### config.mk
export PLATFORM = sky130hd
export DESIGN_NAME = dram_port_arbiter_flat
export DESIGN_NICKNAME = d
export VERILOG_FILES = /design/src/rtl/dram_port_arbiter_if.sv /design/src/rtl/dram_port_arbiter.sv /design/src/flat_wrapper.sv
export SDC_FILE = /design/constraint.sdc
export NUM_CORES = 1
export LEC_CHECK = 0
export ABC_AREA = 0
export CAP_MARGIN = 20
export CORE_AREA = 2 2 93 95
export CTS_CLUSTER_DIAMETER = 40
export DETAILED_ROUTE_END_ITERATION = 12
export DIE_AREA = 0 0 95 97
export DONT_BUFFER_PORTS = 1
export SLEW_MARGIN = 30
export SYNTH_ARGS = -nofsm -noshare
export SYNTH_HDL_FRONTEND = slang
export SYNTH_SLANG_ARGS = --single-unit
export TNS_END_PERCENT = 30
### constraint.sdc
create_clock -name mem_clock -period 3.15 [get_ports mem_clock]
set_input_delay 0.63 -clock mem_clock [delete_from_list [all_inputs] [get_ports mem_clock]]
set_output_delay 0.63 -clock mem_clock [all_outputs]
set_load 0.02 [all_outputs]
### src/rtl/dram_port_arbiter_if.sv
// Bundle of CPU MEM-stage, DMA requester and RAM macro signals around the
// data-RAM port arbiter. The arbiter takes the slave view; requesters and the
// RAM model take the master view.
interface dram_port_arbiter_if #(
  parameter int ADDR_W = 5,
  parameter int DATA_W = 32
);
  // CPU MEM stage
  logic              cpu_req;
  logic              cpu_wmem;
  logic [31:0]       cpu_addr;
  logic [DATA_W-1:0] cpu_wdata;
  logic              cpu_stall;
  logic [DATA_W-1:0] cpu_rdata;
  // DMA / debug requester
  logic              dma_req;
  logic              dma_we;
  logic [ADDR_W-1:0] dma_addr;
  logic [DATA_W-1:0] dma_wdata;
  logic              dma_gnt;
  logic              dma_rvalid;
  logic [DATA_W-1:0] dma_rdata;
  // RAM macro
  logic [ADDR_W-1:0] ram_addr;
  logic [DATA_W-1:0] ram_wdata;
  logic              ram_we;
  logic [DATA_W-1:0] ram_q;

  modport slave (
    input  cpu_req, cpu_wmem, cpu_addr, cpu_wdata,
    output cpu_stall, cpu_rdata,
    input  dma_req, dma_we, dma_addr, dma_wdata,
    output dma_gnt, dma_rvalid, dma_rdata,
    output ram_addr, ram_wdata, ram_we,
    input  ram_q
  );

  modport master (
    output cpu_req, cpu_wmem, cpu_addr, cpu_wdata,
    input  cpu_stall, cpu_rdata,
    output dma_req, dma_we, dma_addr, dma_wdata,
    input  dma_gnt, dma_rvalid, dma_rdata,
    input  ram_addr, ram_wdata, ram_we,
    output ram_q
  );
endinterface

### src/rtl/dram_port_arbiter.sv
// Arbiter sharing the single-port data RAM between the CPU MEM stage (primary)
// and a DMA/debug requester (secondary). The CPU wins by default; a DMA request
// denied MAX_WAIT consecutive cycles is forced through, stalling the CPU for
// that one cycle. CPU I/O accesses (addr[7]=1) never touch the RAM.
module dram_port_arbiter #(
  parameter int ADDR_W   = 5,
  parameter int DATA_W   = 32,
  parameter int MAX_WAIT = 4
) (
  input  logic                mem_clock,
  input  logic                resetn,
  dram_port_arbiter_if.slave  bus
);

  localparam int WCW = (MAX_WAIT < 1) ? 1 : $clog2(MAX_WAIT + 1);
  localparam logic [WCW-1:0] WAIT_MAX = WCW'(MAX_WAIT);

  logic              cpu_ram;
  logic              dma_win;
  logic [WCW-1:0]    wait_cnt_q, wait_cnt_d;
  logic              rd_pend_q, rd_pend_d;
  logic [DATA_W-1:0] dma_rdata_q, dma_rdata_d;
  logic [ADDR_W-1:0] ram_addr_c;
  logic [DATA_W-1:0] ram_wdata_c;
  logic              ram_we_c;
  logic              unused_addr_bits;

  // Only cpu_addr[ADDR_W+1:2] and bit 7 select anything; the rest is folded here.
  assign unused_addr_bits = ^bus.cpu_addr;

  // Per-cycle grant decision
  always_comb begin
    cpu_ram = bus.cpu_req & ~bus.cpu_addr[7];
    dma_win = bus.dma_req & (~cpu_ram | (wait_cnt_q == WAIT_MAX));
  end

  // RAM port mux: DMA winner, else CPU RAM access, else idle read following CPU
  always_comb begin
    ram_addr_c  = bus.cpu_addr[ADDR_W+1:2];
    ram_wdata_c = bus.cpu_wdata;
    ram_we_c    = 1'b0;
    if (dma_win) begin
      ram_addr_c  = bus.dma_addr;
      ram_wdata_c = bus.dma_wdata;
      ram_we_c    = bus.dma_we;
    end else if (cpu_ram) begin
      ram_we_c    = bus.cpu_wmem;
    end
  end

  // Next-state for starvation counter and DMA read-return pipeline
  always_comb begin
    wait_cnt_d = wait_cnt_q;
    if (!bus.dma_req || dma_win) begin
      wait_cnt_d = '0;
    end else if (wait_cnt_q != WAIT_MAX) begin
      wait_cnt_d = wait_cnt_q + 1'b1;
    end
    rd_pend_d   = dma_win & ~bus.dma_we;
    dma_rdata_d = rd_pend_q ? bus.ram_q : dma_rdata_q;
  end

  // State registers
  always_ff @(posedge mem_clock or negedge resetn) begin
    if (!resetn) begin
      wait_cnt_q  <= '0;
      rd_pend_q   <= 1'b0;
      dma_rdata_q <= '0;
    end else begin
      wait_cnt_q  <= wait_cnt_d;
      rd_pend_q   <= rd_pend_d;
      dma_rdata_q <= dma_rdata_d;
    end
  end

  assign bus.ram_addr   = ram_addr_c;
  assign bus.ram_wdata  = ram_wdata_c;
  // Write enable is gated by reset so no RAM write can occur while resetn is low.
  assign bus.ram_we     = ram_we_c & resetn;
  assign bus.dma_gnt    = dma_win;
  assign bus.cpu_stall  = cpu_ram & dma_win;
  assign bus.cpu_rdata  = bus.ram_q;
  assign bus.dma_rvalid = rd_pend_q;
  // Read data is forwarded straight from the RAM in the return cycle, then held.
  assign bus.dma_rdata  = rd_pend_q ? bus.ram_q : dma_rdata_q;

endmodule

### src/flat_wrapper.sv
// flat-port wrapper written by rule: the top's interface ports become plain ports
module dram_port_arbiter_flat 
#(
  parameter int ADDR_W   = 5,
  parameter int DATA_W   = 32,
  parameter int MAX_WAIT = 4
)
  (mem_clock, resetn, bus_cpu_req, bus_cpu_wmem, bus_cpu_addr, bus_cpu_wdata, bus_cpu_stall, bus_cpu_rdata, bus_dma_req, bus_dma_we, bus_dma_addr, bus_dma_wdata, bus_dma_gnt, bus_dma_rvalid, bus_dma_rdata, bus_ram_addr, bus_ram_wdata, bus_ram_we, bus_ram_q);
  dram_port_arbiter_if #(.ADDR_W(ADDR_W), .DATA_W(DATA_W)) bus_i ();
  input  logic mem_clock;
  input  logic resetn;
  input wire logic [$bits(bus_i.cpu_req)-1:0] bus_cpu_req;
  input wire logic [$bits(bus_i.cpu_wmem)-1:0] bus_cpu_wmem;
  input wire logic [$bits(bus_i.cpu_addr)-1:0] bus_cpu_addr;
  input wire logic [$bits(bus_i.cpu_wdata)-1:0] bus_cpu_wdata;
  output wire logic [$bits(bus_i.cpu_stall)-1:0] bus_cpu_stall;
  output wire logic [$bits(bus_i.cpu_rdata)-1:0] bus_cpu_rdata;
  input wire logic [$bits(bus_i.dma_req)-1:0] bus_dma_req;
  input wire logic [$bits(bus_i.dma_we)-1:0] bus_dma_we;
  input wire logic [$bits(bus_i.dma_addr)-1:0] bus_dma_addr;
  input wire logic [$bits(bus_i.dma_wdata)-1:0] bus_dma_wdata;
  output wire logic [$bits(bus_i.dma_gnt)-1:0] bus_dma_gnt;
  output wire logic [$bits(bus_i.dma_rvalid)-1:0] bus_dma_rvalid;
  output wire logic [$bits(bus_i.dma_rdata)-1:0] bus_dma_rdata;
  output wire logic [$bits(bus_i.ram_addr)-1:0] bus_ram_addr;
  output wire logic [$bits(bus_i.ram_wdata)-1:0] bus_ram_wdata;
  output wire logic [$bits(bus_i.ram_we)-1:0] bus_ram_we;
  input wire logic [$bits(bus_i.ram_q)-1:0] bus_ram_q;
  assign bus_i.cpu_req = bus_cpu_req;
  assign bus_i.cpu_wmem = bus_cpu_wmem;
  assign bus_i.cpu_addr = bus_cpu_addr;
  assign bus_i.cpu_wdata = bus_cpu_wdata;
  assign bus_cpu_stall = bus_i.cpu_stall;
  assign bus_cpu_rdata = bus_i.cpu_rdata;
  assign bus_i.dma_req = bus_dma_req;
  assign bus_i.dma_we = bus_dma_we;
  assign bus_i.dma_addr = bus_dma_addr;
  assign bus_i.dma_wdata = bus_dma_wdata;
  assign bus_dma_gnt = bus_i.dma_gnt;
  assign bus_dma_rvalid = bus_i.dma_rvalid;
  assign bus_dma_rdata = bus_i.dma_rdata;
  assign bus_ram_addr = bus_i.ram_addr;
  assign bus_ram_wdata = bus_i.ram_wdata;
  assign bus_ram_we = bus_i.ram_we;
  assign bus_i.ram_q = bus_ram_q;
  dram_port_arbiter #(.ADDR_W(ADDR_W), .DATA_W(DATA_W), .MAX_WAIT(MAX_WAIT)) u_core (.mem_clock(mem_clock), .resetn(resetn), .bus(bus_i));
endmodule
==> results of run 1 <==
-- power groups by stage --
stage	logic, mW	registers, mW	clock network, mW
floorplan	0.390	0.557	0
global placement	0.367	0.559	0
detailed placement	0.369	0.563	0
CTS	0.371	0.553	0.407
global route	0.384	0.560	0.426
finish	0.363	0.552	0.385
-- metrics by stage --
stage                     utilization  total power, mW
after floorplan                     -           0.9467
after global placement         0.2477           0.9265
after detailed placement       0.2477           0.9319
after CTS                      0.2609            1.331
after global routing           0.2612            1.369
final                          0.2612            1.301
-- per-layer routing --
metal,global-route usage,up-vias
met1,0.09522,492
met2,0.1800,142
li1,-,477
met5,0,-
met3,0.04050,9
met4,0.04905,0
-- sequential cells by signal (all words and copies together), names as in the netlist --
| signal | count |
|---|---|
| u_core.dma_rdata_q | 32 |
| u_core.wait_cnt_q | 3 |
| u_core.bus.dma_rvalid | 1 |
-- placed cells by master, fill, tap and decap left out, drive strengths merged --
cell type	Yosys	routed
mux2	69	69
nand2b	1	1
inv	4	4
buf	39	3
nand3	2	2
and3	2	2
bufinv	0	1
ha	2	2
o21a	1	1
a21oi	1	1
dfrtp	36	36
nor2b	1	1
a21bo	1	1
nor2	3	3
nand2	2	2
diode	0	1
clkbuf	1	6
clkinv	0	1
and2	1	1
mux2i	1	1
-- logic make-up after synthesis --
group           count (synthesis)  share of synthesized area
flops                          36                     0.4211
simple gates                   12                    0.03158
mux                            70                     0.3819
compound gates                  3                    0.01053
buf+inv                        44                     0.1433
fa+ha+maj                       2                    0.01169
-- area by class of cell --
type | instances | area (um^2)
Fill cell | 847 | 6010
Multi-Input combinational cell | 87 | 932.1
Sequential cell | 36 | 900.9
Tap cell | 105 | 131.4
Clock buffer | 6 | 72.57
Clock inverter | 2 | 35.03
Timing Repair Buffer | 3 | 35.03
Inverter | 4 | 15.01
Antenna cell | 1 | 2.502
-- path summary, 6_finish.rpt --
path                                       start                endpoint  slack (ns)
max in group asynchronous                 resetn   u_core.dma_rdata_q[3]        3.03
max reg2reg                u_core.bus.dma_rvalid  u_core.dma_rdata_q[14]        1.62
min in group mem_clock                bus_dma_we   u_core.bus.dma_rvalid        0.41
min                                       resetn  u_core.dma_rdata_q[16]        0.04
min reg2reg                 u_core.wait_cnt_q[0]    u_core.wait_cnt_q[0]        0.46
max                         u_core.wait_cnt_q[0]        bus_ram_wdata[0]        0.65
==> out/metrics.yaml, run 1 <==
status:
  status: "finished clean"
finish:
  fin_cells: 244
  nets: 278
  area_growth_syn_to_layout_pct: -0.7016
  final_area_um2: 2125
  drive_gt1_frac: 0.5725
critical_path:
  path_buf_inv: 2
  critical_path.cell_chain: "inv_1 > ha_1 > nand2_1 > a21bo_2 > buf_12 > mux2_2"
  start_kind: "flip-flop"
  cp_max_fo: 39
  slowest_delay_ns: 0.44
  r2r_cells: 2
  cp_slowest_cell: "mux2_2"
  cp.depth: 6
  critPathKind: "reg -> out"
  cp.arrival_ns: 1.87
  cp.required_ns: 2.52
  critical_path.top_delay_family: "multiplexers"
  cp-end-kind: "output port"
clock_tree:
  cts_made_buffers: 5
  cts_root_buf: "clkbuf_8"
  cts_sinks: 36
  cts_resized: 0
  cts_tree: "yes"
  cts_buffer_depth: 2
  path_clk_slew_ns: 0.07
  clock_latency_ns: 0.28
  h-tree-depth: 2
  postCtsSetupBuffers: 0
  ctsHoldBuffers: 0
power:
  p_sw_frac: 0.3162
  p_int_mw: 0.8897
  comb_power_share: 0.279
  p_seq_frac: 0.425
  vdd_drop_max_mv: 0.1807
  p_per_area_nw_per_um2: 612.4
  p_sw_mw: 0.4114
  clock_power_share: 0.296
  leakagePower_nw: 0.8832
floorplanning:
  die_x_um: 95
  io_pins: 244
  core_um2: 8134
  dieArea_um2: 9215
  die_height_um: 97
  start_util: 0.2630
  num_rows: 33
sta:
  min_period_over_period: 0.7931
  clock_skew_ns: 0.006736
  fmax_mhz: 400.3
  fin_crit_ns: 2.498
  slew_viol_final: 0
  rsz0062_at_grt: "false"
  hold_ws_ns: 0.03728
  tns_ns: 0
  setup_viol: 0
  relSlewSlack: 0.7437
  tightest_slew_ns: 0.3844
  hold_viol_final: 0
  fin_ws_ns: 0.6518
synthesis:
  ys_warn_count: 0
  synth.area.top_cells: "dfrtp_1, mux2_2, buf_4"
  syn-num-nets: 308
  yosysMostFrequentCell: "mux2_2"
  synth_area_um2: 2140
  syn_inst: 167
  yosys-top-cells-count: "mux2_2, dfrtp_1, buf_4"
  synth_cell_types: 21
  async_reset_ff_frac: 1.000
  synth_top_cell_area_share: 0.4211
  ys_seq_elements: 36
  synth-main-ff-cell: "dfrtp_1"
  synth_edf_count: 0
  synth_seq_area_share: 0.4211
  synth.avg_cell_area_um2: 12.81
  yosys.area.top_type: "dfrtp_1"
global_route:
  grt_pass1_wl_um: 6748
  grt_max_degree: 40
  grt.overflow.total: 0
  antenna_found_initial: 1
  grt_pass1_vias: 1150
  grt_use_total: 0.09966
drt:
  wl_per_cell_um: 20.19
  routed_wl_um: 4927
  dr_wl_met3_um: 710
  antenna_left: 0
  drc: 0
  top_layer: "met4"
  drt-initial-drc-count: 24
  wirelength_met1_um: 1621
  dr_total_vias: 1120
  firstDrtPassIters: 4
  dr_wl_met2_um: 2472
  viasPerCell: 4.590
placed_design:
  gp_congestion: 0.7784
  dp_slack_ns: 0.8782
  hpwl_um: 4200
  port_buffers: 0
  placed_area_um2: 2014
  place_inst: 235
job:
  max-cap-violations: 0
min_path:
  hp-class: "in -> async"
Note: power is estimated with default switching activity, not from simulation.
==> run 2: changes to the inputs <==
Clock period 3.15 ns to 2.6 ns, I/O delays scaled along.
==> run 2 against run 1 <==
Effect of this change:
- global-route usage increased by 0.18 points
- power increased by 22%
- final area grew 0.94%
- sequential power up 21%
- core utilization increased by 0.25 points
- cell count up 0.41%
- clock skew is essentially flat
- count of clock-buffer cells in the layout is the same
==> out/metrics.yaml, run 2 (synthesis results as in run 1) <==
power:
  clock_power_share: 0.294
  p_int_mw: 1.081
  vdd_drop_max_mv: 0.2198
  p_sw_mw: 0.5090
  leakagePower_nw: 0.8926
  p_seq_frac: 0.421
  p_sw_frac: 0.3202
  p_per_area_nw_per_um2: 741.4
  comb_power_share: 0.285
critical_path:
  critPathKind: "reg -> out"
  cp.arrival_ns: 1.87
  cp.required_ns: 2.08
  cp-end-kind: "output port"
  timing.rr.end: "u_core.dma_rdata_q[14]"
  cp_max_fo: 39
  worstReg2RegStart: "u_core.bus.dma_rvalid"
  r2r_cells: 2
  start_kind: "flip-flop"
  reg2reg_slack_ns: 1.07
global_route:
  grt.overflow.total: 0
  grt_use_total: 0.1014
  grt_pass1_vias: 1155
  antenna_found_initial: 1
  grt_max_degree: 40
  grt_pass1_wl_um: 6865
placed_design:
  port_buffers: 0
  place_inst: 235
  gp_congestion: 0.7784
  placed_area_um2: 2014
  hpwl_um: 4200
drt:
  firstDrtPassIters: 4
  drc: 0
  wl_per_cell_um: 20.37
  viasPerCell: 4.588
  dr_total_vias: 1124
  drt-initial-drc-count: 23
  routed_wl_um: 4990
  antenna_left: 0
sta:
  relSlewSlack: 0.7432
  slew_viol_final: 0
  hold_viol_final: 0
  rsz0062_at_grt: "false"
  setup_viol: 0
  fin_crit_ns: 2.389
  tns_ns: 0
  fmax_mhz: 418.6
  tightest_slew_ns: 0.3853
  clock_skew_ns: 0.006660
  min_period_over_period: 0.9189
floorplanning:
  io_pins: 244
  die_height_um: 97
  dieArea_um2: 9215
  die_x_um: 95
  num_rows: 33
  start_util: 0.2630
  core_um2: 8134
clock_tree:
  path_clk_slew_ns: 0.07
  cts_sinks: 36
  postCtsSetupBuffers: 0
  h-tree-depth: 2
  cts_buffer_depth: 2
  clock_latency_ns: 0.28
  cts_tree: "yes"
  cts_made_buffers: 5
  cts_root_buf: "clkbuf_8"
finish:
  top_register: "u_core.dma_rdata_q"
  regArea_um2: 900.9
  multi_input_area_um2: 932.1
  final_area_um2: 2145
  fillers: 845
  fin_util: 0.2637
  drive_gt1_frac: 0.5755
  nets: 279
  final_cell_mix: "mux2_2, dfrtp_1, mux2_4"
  area_growth_syn_to_layout_pct: 0.2341
  fin_cells: 245
  mostFrequentLayoutCell: "mux2_2"
  largest_register_ffs: 32
job:
  max-cap-violations: 0
min_path:
  hp-class: "in -> async"
status:
  status: "finished clean"
==> run 2: cell count changes in the layout (fill, tap and decap cells not counted), sizes merged <==
cell	delta
buf	+1
==> run 2: power by group through the flow <==
stage                     Sequential (mW)  Combinational (mW)  Clock, mW
after floorplan                     0.674               0.473          0
after global placement              0.678               0.445          0
after detailed placement            0.682               0.447          0
after CTS                           0.670               0.463      0.493
after global routing                0.679               0.481      0.516
final                               0.669               0.453      0.467
==> run 2: cell type report <==
type / count / area share
multi-input cells: 87 / 0.4347
well taps: 105 / 0.06126
clock inverters: 2 / 0.01634
inverters: 4 / 0.007001
diodes: 1 / 0.001167
repair buffers: 4 / 0.02567
flip-flops and latches: 36 / 0.4201
clock buffers: 6 / 0.03384
==> run 2: routing by layer <==
| metal | vias to the layer above | track usage | routed length, um |
|---|---|---|---|
| li1 | 479 | - | - |
| met1 | 494 | 0.09908 | 1666 |
| met2 | 142 | 0.1811 | 2483 |
| met3 | 9 | 0.04128 | 718 |
| met4 | 0 | 0.04905 | 123 |
| met5 | - | 0 | 0 |
==> run 2: how the worst max path moves through the flow <==
| stage | startpoint | depth (start not counted) | slack (ns) | end |
|---|---|---|---|---|
| after CTS | u_core.wait_cnt_q[0] | 6 | 0.20 | bus_ram_wdata[31] |
| final | u_core.wait_cnt_q[0] | 6 | 0.21 | bus_ram_wdata[0] |
| after global placement | u_core.wait_cnt_q[0] | 6 | 0.53 | bus_ram_wdata[31] |
| after floorplan | u_core.wait_cnt_q[0] | 8 | 0.51 | bus_cpu_stall |
| after global routing | u_core.wait_cnt_q[0] | 6 | 0.1 | bus_ram_wdata[31] |
| after detailed placement | u_core.wait_cnt_q[0] | 6 | 0.53 | bus_ram_wdata[31] |
==> run 2: timing repair <==
item,in CTS,in global routing
setup endpoints to repair,0,0
gates resized for setup,0,0
hold endpoints to repair,36,0
hold buffers,1,0
==> run 2: worst max-delay path, cell delays in order (launching register included) <==
cell	delay, ns
dfrtp_1	0.37
inv_1	0.05
ha_1	0.21
nand2_1	0.10
a21bo_2	0.16
buf_12	0.21
mux2_2	0.44
==> run 2: stage by stage <==
step | hold WS (ns) | power (mW) | setup slack [ns]
after detailed placement | 0.2253 | 1.129 | 0.5252
after CTS | 0.05994 | 1.626 | 0.1998
after global placement | 0.2252 | 1.123 | 0.5304
after floorplan | 0.2244 | 1.147 | 0.5135
final | 0.06729 | 1.590 | 0.2108
after global routing | 0.06170 | 1.675 | 0.09971
==> run 3: changes to the inputs <==
Settings changed: ABC_AREA 0 to 1, CORE_AREA 2 2 93 95 to 2 2 95 97, DIE_AREA 0 0 95 97 to 0 0 97 99.
==> run 3 against run 2 <==
Effect of this change:
- clock skew rose by 0.0031 ns
- power is 5.3% lower
- count of clock-buffer cells in the layout down 1
- fmax is 0.40% higher
- clock power is 16% lower
- via count rose by 32%
- synthesized cell count increased by 48%
- wire length shrank 4.9%
- core utilization down 1.5 points
- global-route usage down 1.4 points
- largest cell class unchanged
==> out/metrics.yaml, run 3 <==
sta:
  hold_ws_ns: 0.05608
  setup_viol: 0
  clock_skew_ns: 0.009790
  fmax_mhz: 420.2
  tns_ns: 0
  fin_crit_ns: 2.380
  relSlewSlack: 0.5199
  rsz0062_at_grt: "false"
  hold_viol_final: 0
  tightest_slew_ns: 0.7202
  min_period_over_period: 0.9153
  slew_viol_final: 0
critical_path:
  worstSetupEndpoint: "bus_ram_wdata[19]"
  timing.rr.end: "u_core.dma_rdata_q[2]"
  critical_path.cell_chain: "inv_1 > ha_1 > nand2_2 > nand3_4 > nand2_4 > inv_2 > buf_4 > nand2_1 > nand2_1"
  cp.required_ns: 2.08
  slowest_delay_ns: 0.41
  cp.depth: 9
  critical_path.top_delay_family: "simple AND/OR/NAND/NOR gates"
  path_common_cell: "nand2_1"
  cp_max_fo: 38
  cp.arrival_ns: 1.86
  cp-end-kind: "output port"
  start_kind: "flip-flop"
  path_buf_inv: 3
  worstReg2RegStart: "u_core.bus.dma_rvalid"
  r2r_cells: 1
  reg2reg_slack_ns: 1.10
  startpoint: "u_core.wait_cnt_q[0]"
  critPathKind: "reg -> out"
  cp_slowest_cell: "dfrtp_1"
synthesis:
  synth_top_cell_area_share: 0.4107
  synth.avg_cell_area_um2: 8.880
  ys_seq_elements: 36
  synth_cell_types: 21
  async_reset_ff_frac: 1.000
  synth_edf_count: 0
  yosys-top-cells-count: "nand2_1, buf_4, dfrtp_1"
  ys_warn_count: 0
  synth.area.top_cells: "dfrtp_1, nand2_1, mux2_2"
  synth-main-ff-cell: "dfrtp_1"
  synth_area_um2: 2193
  syn_inst: 247
  synth_seq_area_share: 0.4107
  syn-num-nets: 388
  yosys.area.top_type: "dfrtp_1"
  yosysMostFrequentCell: "nand2_1"
drt:
  drt-initial-drc-count: 67
  viasPerCell: 4.574
  firstDrtPassIters: 4
  dr_total_vias: 1482
  routed_wl_um: 4744
  antenna_left: 0
  drc: 0
  wl_per_cell_um: 14.64
finish:
  drive_gt1_frac: 0.2685
  fin_cells: 324
  num_antenna_cells: 0
  final_cell_mix: "nand2_1, dfrtp_1, mux2_2"
  largest_register_ffs: 32
  fin_util: 0.2482
  mostFrequentLayoutCell: "nand2_1"
  area_growth_syn_to_layout_pct: -3.251
  nets: 356
  top_register: "u_core.dma_rdata_q"
floorplanning:
  dieArea_um2: 9603
  io_pins: 244
  die_height_um: 99
  start_util: 0.2565
  die_x_um: 97
  core_um2: 8551
  num_rows: 34
clock_tree:
  cts_buffer_depth: 2
  ctsHoldBuffers: 1
  path_clk_slew_ns: 0.08
  h-tree-depth: 2
  cts_root_buf: "clkbuf_8"
  cts_resized: 0
  cts_sinks: 36
  clock_latency_ns: 0.29
  postCtsSetupBuffers: 0
  cts_tree: "yes"
  cts_made_buffers: 5
power:
  leakagePower_nw: 1.038
  vdd_drop_max_mv: 0.1987
  p_per_area_nw_per_um2: 709.2
placed_design:
  hpwl_um: 3728
  gp_congestion: 0.6980
  port_buffers: 0
  place_inst: 315
global_route:
  grtUsageMet2: 0.1330
  grtUsageMet1: 0.1168
  grt_max_degree: 39
  top_usage_layer: "met2"
  antenna_found_initial: 0
  grt_use_total: 0.08776
  grt_pass1_wl_um: 6568
  grt.overflow.total: 0
  use_met3: 0.02553
  grt_pass1_vias: 1222
status:
  status: "finished clean"
min_path:
  hp-class: "in -> async"
job:
  max-cap-violations: 0
==> run 3: cell types whose count changed after synthesis, sizes merged, moves of 2 or more <==
cell	delta
and3	-2
nand2	+113
inv	+4
nor3	+2
mux2	-37
buf	+4
==> run 3: power breakdown <==
part / internal (mW) / switching [mW] / leakage (nW)
Combinational: 0.116 / 0.319 / 0.561
Clock: 0.187 / 0.205 / 0.0479
Sequential: 0.648 / 0.0307 / 0.429
Total: 0.951 / 0.554 / 1.04
==> run 3: worst min path at each step <==
| stage | start | to | slack (ns) | cells past startpoint |
|---|---|---|---|---|
| after global placement | resetn | u_core.dma_rdata_q[13] | 0.23 | 0 |
| after global routing | resetn | u_core.dma_rdata_q[28] | 0.05 | 1 |
| after floorplan | resetn | u_core.bus.dma_rvalid | 0.22 | 0 |
| after detailed placement | resetn | u_core.dma_rdata_q[15] | 0.23 | 0 |
| after CTS | resetn | u_core.dma_rdata_q[28] | 0.05 | 1 |
| final | resetn | u_core.dma_rdata_q[28] | 0.06 | 1 |
==> run 3: per-stage QoR <==
stage          setup WS, ns  power, mW  instance area (um^2)
4_1_cts              0.2069      1.538                  2122
5_1_grt             0.07642      1.597                  2122
6_report             0.2203      1.505                  2122
2_1_floorplan        0.7958      1.151                  2193
3_3_place_gp         0.5558      1.107                  2014
3_5_place_dp         0.5245      1.120                  2014
==> run 3: logic make-up after synthesis <==
family                     Yosys count  synth area share
xor gates and xnor gates             1          0.003994
DFF                                 36            0.4107
and+or+nand+nor                    123            0.2362
muxes                               32            0.1643
buffers and inverters               52            0.1711
adders and majority gates            2           0.01141
AOI/OAI and AO/OA                    1          0.002280
==> run 3: layout make-up <==
class,instances,area (um^2)
clock buffers,5,68.82
clock inverters,3,18.77
fillers,888,6429
inverters,8,30.03
multi-input cells,159,917.1
flip-flops and latches,36,902.1
well taps,108,135.1
repair buffers,5,50.05
==> run 3: per-layer routing <==
metal  vias to the layer above  part of all wire
li1                        667                 -
met1                       704              0.40
met2                       103              0.49
met3                         8             0.087
met4                         0             0.016
met5                         -                 0
